==> src/rtl/turkey_gate_ctrl.sv <==
// Beam-break gate controller: synchronizes and debounces two sensors, tracks crossings,
// and emits single-cycle up/dw pulses to the turkey counter, refusing pulses that would wrap it.
module turkey_gate_ctrl #(
    parameter int DEB_CYCLES = 4
) (
    input  logic       clk,
    input  logic       R,
    input  logic       btnL,
    input  logic       btnR,
    input  logic       UTC,
    input  logic       Z,
    output logic       up,
    output logic       dw,
    output logic       busy,
    output logic [2:0] state_o,
    output logic       sat
);

    typedef enum logic [2:0] {
        IDLE   = 3'b000,
        L_IN   = 3'b001,
        L_BOTH = 3'b010,
        L_OUT  = 3'b011,
        R_IN   = 3'b101,
        R_BOTH = 3'b110,
        R_OUT  = 3'b111
    } state_t;

    localparam logic [7:0] DEB_LIMIT = 8'(DEB_CYCLES);

    logic [1:0] w_raw;
    logic [1:0] w_filt;

    // Bit 1 is the left sensor, bit 0 the right, so w_filt is directly {fL, fR}.
    assign w_raw = {btnL, btnR};

    for (genvar gi = 0; gi < 2; gi++) begin : g_deb
        logic       r_sync1;
        logic       r_sync2;
        logic       r_filt;
        logic [7:0] r_cnt;

        always_ff @(posedge clk) begin
            if (!R) begin
                r_sync1 <= 1'b0;
                r_sync2 <= 1'b0;
                r_filt  <= 1'b0;
                r_cnt   <= 8'd0;
            end else begin
                r_sync1 <= w_raw[gi];
                r_sync2 <= r_sync1;
                if (r_sync2 == r_filt) begin
                    r_cnt <= 8'd0;
                end else if (r_cnt + 8'd1 == DEB_LIMIT) begin
                    r_filt <= r_sync2;
                    r_cnt  <= 8'd0;
                end else begin
                    r_cnt <= r_cnt + 8'd1;
                end
            end
        end

        assign w_filt[gi] = r_filt;
    end

    state_t r_state;
    state_t w_state_next;
    logic   r_up, r_dw, r_sat, r_busy;
    logic   w_up_next, w_dw_next, w_sat_next;

    always_comb begin
        w_state_next = r_state;
        w_up_next    = 1'b0;
        w_dw_next    = 1'b0;
        w_sat_next   = r_sat;
        case (r_state)
            IDLE: begin
                case (w_filt)
                    2'b10:   w_state_next = L_IN;
                    2'b01:   w_state_next = R_IN;
                    default: ;
                endcase
            end
            L_IN: begin
                case (w_filt)
                    2'b11:        w_state_next = L_BOTH;
                    2'b00, 2'b01: w_state_next = IDLE;
                    default:      ;
                endcase
            end
            L_BOTH: begin
                case (w_filt)
                    2'b01:   w_state_next = L_OUT;
                    2'b10:   w_state_next = L_IN;
                    2'b00:   w_state_next = IDLE;
                    default: ;
                endcase
            end
            L_OUT: begin
                case (w_filt)
                    2'b11: w_state_next = L_BOTH;
                    2'b10: w_state_next = IDLE;
                    2'b00: begin
                        // Completed left-to-right crossing; a full counter would wrap.
                        w_state_next = IDLE;
                        if (!UTC) w_up_next  = 1'b1;
                        else      w_sat_next = 1'b1;
                    end
                    default: ;
                endcase
            end
            R_IN: begin
                case (w_filt)
                    2'b11:        w_state_next = R_BOTH;
                    2'b00, 2'b10: w_state_next = IDLE;
                    default:      ;
                endcase
            end
            R_BOTH: begin
                case (w_filt)
                    2'b10:   w_state_next = R_OUT;
                    2'b01:   w_state_next = R_IN;
                    2'b00:   w_state_next = IDLE;
                    default: ;
                endcase
            end
            R_OUT: begin
                case (w_filt)
                    2'b11: w_state_next = R_BOTH;
                    2'b01: w_state_next = IDLE;
                    2'b00: begin
                        w_state_next = IDLE;
                        if (!Z) w_dw_next  = 1'b1;
                        else    w_sat_next = 1'b1;
                    end
                    default: ;
                endcase
            end
            default: w_state_next = IDLE;
        endcase
    end

    always_ff @(posedge clk) begin
        if (!R) begin
            r_state <= IDLE;
            r_up    <= 1'b0;
            r_dw    <= 1'b0;
            r_sat   <= 1'b0;
            r_busy  <= 1'b0;
        end else begin
            r_state <= w_state_next;
            r_up    <= w_up_next;
            r_dw    <= w_dw_next;
            r_sat   <= w_sat_next;
            r_busy  <= (w_state_next != IDLE);
        end
    end

    assign up      = r_up;
    assign dw      = r_dw;
    assign sat     = r_sat;
    assign busy    = r_busy;
    assign state_o = r_state;

endmodule

==> config.mk <==
export PLATFORM = sky130hd
export DESIGN_NAME = turkey_gate_ctrl
export DESIGN_NICKNAME = d
export VERILOG_FILES = /design/src/rtl/turkey_gate_ctrl.sv
export SDC_FILE = /design/constraint.sdc
export NUM_CORES = 1
export LEC_CHECK = 0
export CORE_MARGIN = 3
export CORE_UTILIZATION = 55
export CTS_CLUSTER_DIAMETER = 40
export CTS_CLUSTER_SIZE = 12
export DETAILED_ROUTE_END_ITERATION = 8
export GPL_TIMING_DRIVEN = 0
export PLACE_DENSITY = 0.78
export RECOVER_POWER = 100
export SETUP_SLACK_MARGIN = 0.2
export SLEW_MARGIN = 0
export SYNTH_ARGS = -nofsm -noshare
export SYNTH_HDL_FRONTEND = slang
export SYNTH_SLANG_ARGS = --single-unit
==> constraint.sdc <==
create_clock -name clk -period 2.1 [get_ports clk]
set_input_delay 0.315 -clock clk [delete_from_list [all_inputs] [get_ports clk]]
set_output_delay 0.315 -clock clk [all_outputs]
set_load 0.05 [all_outputs]
; ---- Word-level counts from Yosys, hierarchy flattened
; Cells that the tools add are included.
[totals]
n_memories = 0
ff_bits = 29
mem_bits_rw = 0
wordCells = 63
latch_bits = 0
input_bits = 6
rom_bits = 0
[classes]
addsub = 2
magnitude_cmp = 0
bitwise_logic = 3
eq_ne = 17
shift = 0
reduce_logical = 13
n_mux = 15
div_mod_pow = 0
multipliers = 0
[ops]
columns = op, count
row1 = one-hot mux 3 bit (2 select lines), 5
row2 = one-hot mux 3 bit (7 select lines), 1
row3 = one-hot mux 3 bit (3 select lines), 2
row4 = "adder 8 x 1 -> 8 bit, second input constant", 2
row5 = "equality test 8 x 3 -> 1 bit, second input constant", 2
row6 = "equality test 3 bit, second input constant", 3
row7 = "!= test 2 bit, second input constant", 4
row8 = "equality test 3 x 2 -> 1 bit, second input constant", 2
row9 = 2-to-1 mux 1 bit, 6
row10 = AND reduction 3 bit, 2
row11 = OR reduction 3 bit, 2
row12 = AND reduction 5 bit, 1
row13 = "equality test 2 bit, second input constant", 2
row14 = AND reduction 2 bit, 2
row15 = OR reduction 2 bit, 2
row16 = "equality test 3 x 1 -> 1 bit, second input constant", 1
row17 = zero test 3 bit, 1
row18 = NOT 1 bit, 3
row19 = nonzero test 3 bit, 1
row20 = equality test 1 bit, 2
row21 = "equality test 2 x 1 -> 1 bit, second input constant", 1
row22 = zero test 2 bit, 1
row23 = one-hot mux 1 bit (2 select lines), 1
row24 = nonzero test 2 bit, 1

; ---- Longest topological paths before layout
[logic_depth]
word_depth = 5
mapped_depth = 6
mapped_depth_nobuf = 6

; ---- Least setup slack after synthesis
; No wires, ideal clock.
[synth_path]
kind = register to register
start = reg r_state[2], in the netlist state_o[2]
end = reg r_busy, in the netlist busy
required_time_ns = 1.980
stages_incl_launch_ff = 6
n_path_buf = 1
path_slack_ns = 0.166
arrival_time_ns = 1.815
path_cell_list = dfxtp_1 clkbuf_1 mux2_1 o21ai_1 o32ai_1 a211o_1
[synth_between]
elab_chain_len = 3
word_cells_on_any_way = 16
cone_classes = eq/ne: 6 / mux: 8 / reduce/logical: 2
[synth_rtl]
columns = element, line_no
row1 = start: declaration, 66  ; state_t r_state;
row2 = start signal: assignment, 151  ; r_state <= w_state_next;
row3 = one-hot mux 3 bit (3 select lines) (tied with other cells), 120  ; case (w_filt)
row4 = one-hot mux 3 bit (7 select lines) *, 76  ; case (r_state)
row5 = nonzero test 3 bit *, 155  ; r_busy <= (w_state_next != IDLE);
row6 = end signal: assignment, 155
row7 = end: declaration, 68  ; logic r_up, r_dw, r_sat, r_busy;
; Mark *: on every way between the ends. The rest lies on a longest branch, timed or not.
; A chain may end at the register's enable or synchronous reset.

; ---- Final worst setup path
[layout_path]
start = reg g_deb[1].r_filt
end = reg r_busy, in the netlist busy
[layout_between]
elab_chain_len = 5
word_cells_on_any_way = 15
cone_classes = eq/ne: 3 / mux: 8 / reduce/logical: 4
[layout_rtl]
columns = element, line_no
row1 = start: declaration, 40  ; logic r_filt;
row2 = start signal: assignment, 55  ; r_filt <= r_sync2;
row3 = equality test 2 x 1 -> 1 bit (tied with other cells), n/a
row4 = OR reduction 2 bit (no line), n/a
row5 = "one-hot mux 3 bit (2 select lines), on equally long branches", n/a
row6 = one-hot mux 3 bit (7 select lines) *, 76
row7 = nonzero test 3 bit *, 155
; Marks and branches as above.

==> results.txt <==
- HPWL after detailed placement: 1.75 mm
- STA classifies the critical path startpoint as a register.
* Category of the critical setup timing path: register to register
* Global-route wire length before repair: 4.21 mm
- Max-cap violations in this run came to 0.
- VDD IR-drop max: 0.503 mV
* Timing-limited maximum frequency: 530 MHz
- Longest Clk Path Bufs: 2
- The initial antenna violation count came to 0.
- Largest clock skew in the final design: 0.00493 ns
- The setup check on the worst reg-to-reg path leaves a slack of 0.21 ns.
* Top_reg_cell synth: sky130_fd_sc_hd__dfxtp_1
- Number of cell rows: 17
* Sequential standard cell area: 587 µm²
- Post-synthesis async set-or-reset flop share: 0
* Combined area of the multi-input logic cells: 741 µm²
- Width of the die: 55.8 µm
* Clock transition at the registers of the reported paths: 0.08 ns
* Mean number of vias per cell: 5.25
- Yosys warning total: 0
- Summed area of non-filler cells in the final layout: 1580 µm²
- Number of cells on the worst hold path: 1
* Fraction of layout instances using a drive strength above 1: 0.0798
- Part of the Yosys area used for sequential elements: 0.425
- For this configuration, the core starts out at a cell density of 0.600.
- Setup violations remaining at the end of the flow were counted as 0.
- Top-area cell type share of the netlist area: 0.425
* Vias in the first global route: 981
- Status: finished clean
* Area delta synth->final: 15.4%
* Iteration-0 DRC count of the detailed router: 16
- Clock sink count: 29
* Power density of the placed cells: 577 nW/µm²
- Final estimated routing congestion in global placement: 0.833
- Highest-count cells in the layout ignoring fill and taps: sky130_fd_sc_hd__dfxtp_1 (26), sky130_fd_sc_hd__nor2_1 (12), sky130_fd_sc_hd__nand2_1 (11)
* Top post-synthesis cells by area: sky130_fd_sc_hd__dfxtp_1 (43%), sky130_fd_sc_hd__ha_1 (8.2%), sky130_fd_sc_hd__xor2_1 (5.8%)
* Total power consumption of the routed design: 0.000909 W
- The number of antenna diodes in the final layout is 0.
- The worst hold path begins at g_deb[1].r_cnt[0].
- Summed over all failing endpoints, the final setup total negative slack is 0 ns.
* Transition time of the tightest slew-check pin: 0.510 ns
- Summing over every cut layer, the via total after detailed routing is 1,002.
- Commonest non-fill, non-tap cell in the layout: sky130_fd_sc_hd__dfxtp_1
- Clk Latency, worst-skew pair: 0.32 ns
- Count of hold-fix buffers inserted at cts: 0
- Synth unique cells: 34
- Time the worst path needs with I/O delays and setup: 1.89 ns
- The worst setup path is captured at a register.
- Ratio of final minimum period to clock period: 0.899
* Final design utilization: 0.692
* Terminus of the critical flop-to-flop path: busy
* Final-report hold violation count: 0
- Total of cells resized after clock tree synthesis: 0
* Syn nets: 159
- The final layout contains 178 nets.
- Most area-hungry cell type in the Yosys netlist: sky130_fd_sc_hd__dfxtp_1
- Hold is met by 0.434 ns.
* Ports: 13
- Total global routing overflow: 0
* GRT Util Overall: 0.172
- After synthesis the cells add up to 1370 µm².
* Required time worst endpoint: 2.31 ns
- Leakage power total: 0.606 nW
- Post-detailed-route DRC marker count: 0
* Antenna viol nets, final: 0
- Clock buffer count from CTS: 5
- H-tree levels: 2
- Reg-to-Reg Start: g_deb[1].r_filt
- Yosys mapped a number of flops with a built-in enable equal to 0.
* Die Outline Area: 3120 µm²
- Slew Viols, Final: 0
- Post CTS Setup Buffer Count: 0
- Synthesized area divided by synthesized cell count: 9.48 µm²
- The min-delay analysis places its worst path in the category register to register.
- The die is 55.8 µm tall.
- Max-slew headroom at the worst pin: 0.659
* # fillers: 169
* Avg WL per Cell: 12.6 µm
- The region available for standard cell placement spans 2280 µm².
- Clock Root Buffer: sky130_fd_sc_hd__clkbuf_4
- Summed over all layers, the routed wires come to 2.41 mm.
- Count of cells along the worst register-to-register path: 6
* Number of instances in the synthesized netlist: 144
* Placed Instance Area: 1520 µm²
- The first detailed-routing pass took 4 iterations.
* Capture endpoint of the worst hold path: g_deb[1].r_cnt[0]
* TritonCTS clock tree: yes
- Data arrival time of the critical path: 2.10 ns
- Entering global routing, the biggest net connects 11 pins.
- Port Buffer Count: 12
- Along the worst path, the maximum fanout reaches 7.
- Counting flops and latches in the post-synthesis netlist gives 29.
* RSZ-0062 raised after global routing: yes
-- routing by layer --
metal,vias up,global-route usage,wire length [µm]
met5,-,0,0
met3,2,0.0696,93
li1,534,-,-
met4,0,0.0712,20
met2,14,0.279,1110
met1,452,0.202,1190
-- logic make-up (layout without fill, tap and decap cells) --
family | count (synthesis) | after routing | share of synthesized area
compound gates | 18 | 18 | 0.104
fa+ha+maj | 9 | 9 | 0.0825
buf+inv | 10 | 29 | 0.0275
flops | 29 | 29 | 0.425
simple gates | 59 | 59 | 0.235
xor+xnor | 15 | 15 | 0.0962
mux | 4 | 4 | 0.0302
-- critical path, stage by stage, from the launching register on --
cell                      delay (ns)
sky130_fd_sc_hd__dfxtp_1        0.46
sky130_fd_sc_hd__inv_1          0.13
sky130_fd_sc_hd__ha_1           0.23
sky130_fd_sc_hd__mux2_1         0.28
sky130_fd_sc_hd__o21ai_0        0.22
sky130_fd_sc_hd__o32ai_1        0.15
sky130_fd_sc_hd__a211o_1        0.31
-- synthesized netlist by cell type, drive strengths merged, types with 2 or more instances --
cell type  number
dfxtp          29
nor2           12
nand2          11
ha              9
nand3           9
nor3            9
xor2            9
and2            6
inv             6
xnor2           6
o21a            5
clkbuf          4
o21ai           4
and3            3
mux2i           3
a21oi           2
nor3b           2
-- per-stage QoR --
stage / instances / setup slack [ns]
3_3_place_gp: 184 / 0.262
6_report: 191 / 0.213
2_1_floorplan: 144 / 0.326
3_5_place_dp: 184 / 0.230
4_1_cts: 191 / 0.210
5_1_grt: 191 / 0.0965
-- state kept, by name (all words and copies together) (netlist names) --
name,count
sat,1
g_deb.r_sync1,2
g_deb.r_cnt,16
up,1
dw,1
g_deb.r_sync2,2
state_o,3
busy,1
g_deb.r_filt,2
-- worst max-delay path by stage --
stage                           start         endpoint  cells past startpoint
CTS                 g_deb[1].r_cnt[0]  g_deb[1].r_filt                      4
finish                g_deb[1].r_filt             busy                      6
floorplan                  state_o[2]             busy                      5
global placement    g_deb[1].r_cnt[0]  g_deb[1].r_filt                      4
global route               state_o[2]             busy                      5
detailed placement  g_deb[1].r_cnt[0]  g_deb[1].r_filt                      4
-- power by group --
group	internal, W	switching, W
Combinational	0.0000123	0.0000104
Sequential	0.000553	0.00000237
Clock	0.000158	0.000173
Total	0.000723	0.000186
-- area by class of cell --
type,count,area share
Sequential cell,29,0.373
Multi-Input combinational cell,105,0.470
Buffer,4,0.00953
Tap cell,28,0.0222
Clock buffer,7,0.0349
Timing Repair Buffer,12,0.0763
Inverter,6,0.0143
(Power assumes the default switching activity.)
